### src/rtl/sync_reset_pkg.sv
// Shared types and helpers for the synchronous reset sequencer.
package sync_reset_pkg;

   typedef enum logic [1:0] {
      HOLD,
      REL,
      IDLE
   } seq_state_e;

   // Width needed to hold 0..max_val, never narrower than one bit.
   function automatic int unsigned cnt_width(input int unsigned max_val);
      return (max_val < 2) ? 1 : $clog2(max_val + 1);
   endfunction

   function automatic logic asrt(input logic asserted, input bit active_low);
      return asserted ^ active_low;
   endfunction

endpackage

### src/rtl/sync_reset_stretch.sv
// Per-channel reset hold: held by the global sequence until released, or
// held for STRETCH cycles by its own counter after a channel request.
module sync_reset_stretch
   import sync_reset_pkg::*;
#(
   parameter int unsigned STRETCH = 8
) (
   input  logic clk,
   input  logic restart,
   input  logic start,
   input  logic release_en,
   output logic held
);

   localparam int unsigned CW = cnt_width(STRETCH);
   localparam logic [CW-1:0] CNT_LAST = CW'(STRETCH - 1);

   logic          held_q, held_d;
   logic          timed_q, timed_d;
   logic [CW-1:0] cnt_q, cnt_d;

   always_comb begin
      held_d  = held_q;
      timed_d = timed_q;
      cnt_d   = cnt_q;
      if (restart) begin
         held_d  = 1'b1;
         timed_d = 1'b0;
         cnt_d   = '0;
      end else if (start) begin
         held_d  = 1'b1;
         timed_d = 1'b1;
         cnt_d   = '0;
      end else if (release_en) begin
         held_d  = 1'b0;
         timed_d = 1'b0;
      end else if (held_q && timed_q) begin
         if (cnt_q == CNT_LAST) begin
            held_d  = 1'b0;
            timed_d = 1'b0;
         end else begin
            cnt_d = cnt_q + 1'b1;
         end
      end
   end

   always_ff @(posedge clk) begin
      held_q  <= held_d;
      timed_q <= timed_d;
      cnt_q   <= cnt_d;
   end

   // Next-state flag: the parent registers it together with output polarity.
   assign held = held_d;

endmodule

### src/rtl/sync_reset_sequencer.sv
// Multi-channel synchronous reset sequencer: common stretch, then staggered
// release ch0..chN-1, plus global and per-channel soft-reset requests.
module sync_reset_sequencer
   import sync_reset_pkg::*;
#(
   parameter int unsigned NUM_CH         = 4,
   parameter int unsigned STRETCH        = 8,
   parameter int unsigned GAP            = 2,
   parameter bit          OUT_ACTIVE_LOW = 1'b0
) (
   input  logic              clk,
   input  logic              rst,
   input  logic              sw_rst_req,
   input  logic [NUM_CH-1:0] ch_rst_req,
   output logic [NUM_CH-1:0] rst_out,
   output logic              seq_busy,
   output logic              seq_done
);

   localparam int unsigned SW = cnt_width(STRETCH);
   localparam int unsigned GW = cnt_width(GAP);
   localparam int unsigned IW = cnt_width(NUM_CH - 1);
   localparam logic [SW-1:0] STRETCH_LAST = SW'(STRETCH - 1);
   localparam logic [GW-1:0] GAP_LAST     = GW'((GAP == 0) ? 0 : GAP - 1);
   localparam logic [IW-1:0] LAST_CH      = IW'(NUM_CH - 1);
   localparam bit            ALL_AT_ONCE  = (GAP == 0) || (NUM_CH == 1);

   seq_state_e        state_q, state_d;
   logic [SW-1:0]     cnt_q, cnt_d;
   logic [GW-1:0]     gap_q, gap_d;
   logic [IW-1:0]     idx_q, idx_d;
   logic [NUM_CH-1:0] rst_out_q, rst_out_d;
   logic              busy_q, busy_d;
   logic              done_q, done_d;
   logic [NUM_CH-1:0] rel_en, ch_start, held_nxt;
   logic              restart;

   assign restart = rst | sw_rst_req;

   always_comb begin
      state_d  = state_q;
      cnt_d    = cnt_q;
      gap_d    = gap_q;
      idx_d    = idx_q;
      rel_en   = '0;
      ch_start = '0;
      if (sw_rst_req) begin
         state_d = HOLD;
         cnt_d   = '0;
         gap_d   = '0;
         idx_d   = '0;
      end else begin
         case (state_q)
            HOLD: begin
               if (cnt_q == STRETCH_LAST) begin
                  gap_d = '0;
                  if (ALL_AT_ONCE) begin
                     rel_en  = '1;
                     state_d = IDLE;
                  end else begin
                     rel_en[0] = 1'b1;
                     idx_d     = IW'(1);
                     state_d   = REL;
                  end
               end else begin
                  cnt_d = cnt_q + 1'b1;
               end
            end
            REL: begin
               if (gap_q == GAP_LAST) begin
                  gap_d = '0;
                  for (int unsigned i = 0; i < NUM_CH; i++) begin
                     if (idx_q == IW'(i)) rel_en[i] = 1'b1;
                  end
                  if (idx_q == LAST_CH) state_d = IDLE;
                  else                  idx_d   = idx_q + 1'b1;
               end else begin
                  gap_d = gap_q + 1'b1;
               end
            end
            IDLE:    ch_start = ch_rst_req;
            default: state_d  = HOLD;
         endcase
      end
      for (int unsigned i = 0; i < NUM_CH; i++) begin
         rst_out_d[i] = asrt(held_nxt[i], OUT_ACTIVE_LOW);
      end
      busy_d = (state_d != IDLE);
      done_d = (state_d == IDLE);
   end

   always_ff @(posedge clk) begin
      if (rst) begin
         state_q   <= HOLD;
         cnt_q     <= '0;
         gap_q     <= '0;
         idx_q     <= '0;
         rst_out_q <= {NUM_CH{asrt(1'b1, OUT_ACTIVE_LOW)}};
         busy_q    <= 1'b1;
         done_q    <= 1'b0;
      end else begin
         state_q   <= state_d;
         cnt_q     <= cnt_d;
         gap_q     <= gap_d;
         idx_q     <= idx_d;
         rst_out_q <= rst_out_d;
         busy_q    <= busy_d;
         done_q    <= done_d;
      end
   end

   for (genvar g = 0; g < NUM_CH; g++) begin : g_ch
      sync_reset_stretch #(
         .STRETCH(STRETCH)
      ) u_stretch (
         .clk       (clk),
         .restart   (restart),
         .start     (ch_start[g]),
         .release_en(rel_en[g]),
         .held      (held_nxt[g])
      );
   end

   assign rst_out  = rst_out_q;
   assign seq_busy = busy_q;
   assign seq_done = done_q;

endmodule

### config.mk
export PLATFORM = sky130hd
export DESIGN_NAME = sync_reset_sequencer
export DESIGN_NICKNAME = d
export VERILOG_FILES = /design/src/rtl/sync_reset_pkg.sv /design/src/rtl/sync_reset_stretch.sv /design/src/rtl/sync_reset_sequencer.sv
export SDC_FILE = /design/constraint.sdc
export NUM_CORES = 1
export LEC_CHECK = 0
export CORE_MARGIN = 1
export CORE_UTILIZATION = 40
export DETAILED_ROUTE_END_ITERATION = 10
export DONT_BUFFER_PORTS = 1
export PLACE_DENSITY_LB_ADDON = 0.08
export SKIP_CTS_REPAIR_TIMING = 1
export SLEW_MARGIN = 20
export SYNTH_ARGS = -nofsm -noshare
export SYNTH_HDL_FRONTEND = slang
export SYNTH_HIERARCHICAL = 1
export SYNTH_SLANG_ARGS = --single-unit
### constraint.sdc
create_clock -name clk -period 2.8 [get_ports clk]
set_clock_uncertainty 0.2 [all_clocks]
set_input_delay 0.28 -clock clk [delete_from_list [all_inputs] [get_ports clk]]
set_output_delay 0.28 -clock clk [all_outputs]
set_load 0.005 [all_outputs]
==> out/qor.txt <==
status - finished, final reports clean
reg2reg path depth - 5
DIE WIDTH - 70.52 um
largest net degree at the start of global routing - 14
crit-path cells - nand4bb_1 > nor3b_1 > inv_1 > a31o_2 > or2_2
hold path depth - 2
Die H - 70.52 um
total CTS buffers - 5
Int Pwr - 0.7720 mW
yosys warns - 6
CP startpoint - state_q[0]
Seq cells post-synth - 40
Final Hold Vio Count - 0
number of clock sinks - 40
Antenna diodes - 0
initial antenna violation count - 0
period utilization - 0.7796
H-tree levels - 2
vias per cell - 5.570
Startpoint Class - flip-flop
CTS tree - yes
path type of the worst setup path - reg -> reg
Setup Viol. Count Final - 0
Clk network pwr share - 0.398
gpl congestion - 0.8026
PortBufs - 0
wirelength, routed - 3.518 mm
grt total ovfl - 0
Finished Layout Cells - 265
Post-Syn Area per Cell - 9.206 um2
WP data arrival - 2.16 ns
power per cell area - 478.1 nW/um2
clk root buf - clkbuf_8
Static Leak - 0.7127 nW
Antenna Violating Nets Remaining - 0
dpl hpwl - 2.564 mm
fin. max-slew vios - 0
Final Critical Period - 2.183 ns
Layout area overhead - 8.728%
1st-iter DRT viols - 53
Max Clk Rate - 458.1 MHz
Clock transition at path regs - 0.07 ns
VDD IR max - 302.2 uV
Worst-Margin Slew - 0.6470 ns
switching pwr - 0.2042 mW
hold path startpoint - rst
number of I/O pins - 13
reg2reg start - state_q[0]
Netlist Area Pre-Place - 1878 um2
Slowest-stage cell, CP - nor3b_1
initial core utilization - 0.4226
CTS Buffer Depth - 2
via count - 1,476
Placed Cells - 256
Cell variety after synth - 34
Post-Syn Instances - 204
Core ar. - 4444 um2
final hold slack - 0.03580 ns
Die Footprint - 4973 um2
Total Routing Usage GR - 0.1570
ys async rst share - 0
global-route wire length before repair - 6.065 mm
syn_nets - 220
Seq pwr share - 0.585
maximum fanout along the worst path - 9
CP Capture Type - flip-flop
EDFF count, synth - 0
Final #Nets - 228
register area share after synthesis - 0.4264
Critical Path RT - 2.78 ns
crit-path max cell delay - 0.58 ns
wire length per cell - 13.28 um
maxcap violations - 0
vias in the first global route - 1,367
Core Rows - 24
Main synth FF type - dfxtp_1
Setup TNS - 0 ns
Worst Hold Class - in -> reg
share of post-route cells with drive strength above 1 - 0.1502
DRC violations left - 0
worst rel slew slack - 0.5677
Worst-Skew Late Latency - 0.28 ns
first drt pass iteration count - 4
RSZ-0062 raised after global routing - false
Sw Share - 0.2092
combinational power share - 0.017
[layer usage]
metal,GRT usage,wire length [um]
met5,0,0
met4,0.06122,62
met3,0.06205,88
met2,0.2427,1575
met1,0.1966,1791
[flip-flops by register name, indices dropped and copies added (netlist names)]
name	count
cnt_q	4
seq_done	1
gap_q	2
rst_out	4
seq_busy	1
state_q	2
g_ch.u_stretch/cnt_q	16
g_ch.u_stretch/timed_q	4
idx_q	2
g_ch.u_stretch/held_q	4
[stage by stage]
stage / setup WS (ns) / cell area [um2] / utilization / power, mW
final: 0.6171 / 2042 / 0.4595 / 0.9762
after global routing: 0.4705 / 2042 / 0.4595 / 1.028
after CTS: 0.6042 / 2032 / 0.4572 / 0.9927
after detailed placement: 0.6118 / 1939 / 0.4364 / 0.5988
after global placement: 0.6486 / 1939 / 0.4364 / 0.5983
after floorplan: 0.8509 / 1878 / - / 0.5951
[path summary, 6_finish.rpt]
kind	to	slack (ns)
setup / recovery	rst_out[3]	0.62
hold / removal	gap_q[1]	0.04
hold reg to reg	gap_q[1]	0.29
setup reg to reg	rst_out[3]	0.62
[power groups by stage]
stage	logic, mW	clock network (mW)	registers, mW
after floorplan	0.0111	0	0.584
after global placement	0.0142	0	0.584
after detailed placement	0.0145	0	0.584
after CTS	0.0145	0.407	0.571
after global routing	0.0183	0.439	0.571
final	0.0166	0.389	0.571
[kinds of logic (layout without fill, tap and decap cells)]
family / count (synthesis) / after routing / synth area share
and+or+nand+nor: 92 / 92 / 0.3171
adders and majority gates: 9 / 9 / 0.05996
buffers and inverters: 9 / 18 / 0.02199
muxes: 2 / 2 / 0.01066
AOI/OAI and AO/OA: 52 / 52 / 0.1639
DFF: 40 / 40 / 0.4264
[synth_stat cells, types with 5 or more instances]
| library cell | n | area [um2] |
|---|---|---|
| nor2_1 | 14 | 52.55 |
| a21oi_1 | 21 | 105.1 |
| and2_1 | 6 | 37.54 |
| nand2_1 | 5 | 18.77 |
| dfxtp_1 | 40 | 800.8 |
| and3b_1 | 5 | 43.79 |
| nand3b_1 | 9 | 67.56 |
| inv_1 | 8 | 30.03 |
| or2_2 | 8 | 50.05 |
| nand3_1 | 11 | 55.05 |
| or4_1 | 5 | 37.54 |
| o21ai_0 | 16 | 80.08 |
| ha_1 | 9 | 112.6 |
| nand4b_1 | 5 | 43.79 |
| nor3_1 | 5 | 25.02 |
[final cells by class]
type	instances	area [um2]
Fill cell	466	2402
Multi-Input combinational cell	155	1036
Sequential cell	40	800.8
Clock buffer	6	82.58
Tap cell	52	65.06
Inverter	8	30.03
Timing Repair Buffer	2	17.52
Clock inverter	2	10.01
[worst max-delay path: cells and delay by family, from the launching register on]
family	cells	cell delay [ns]
AOI/OAI and AO/OA	1	0.23
buffers and inverters	1	0.13
DFF	1	0.47
and+or+nand+nor	3	1.04
[layout by cell type, fill, tap and decap left out, types with 5 or more instances in the layout]
cell,instances
a21oi_1,21
and2_1,6
and3b_1,5
clkbuf_8,6
dfxtp_1,40
ha_1,9
inv_1,8
nand2_1,5
nand3_1,11
nand3b_1,9
nand4b_1,5
nor2_1,14
nor3_1,5
o21ai_0,16
or2_2,8
or4_1,5
No activity file was read; power rests on OpenSTA's default activity.
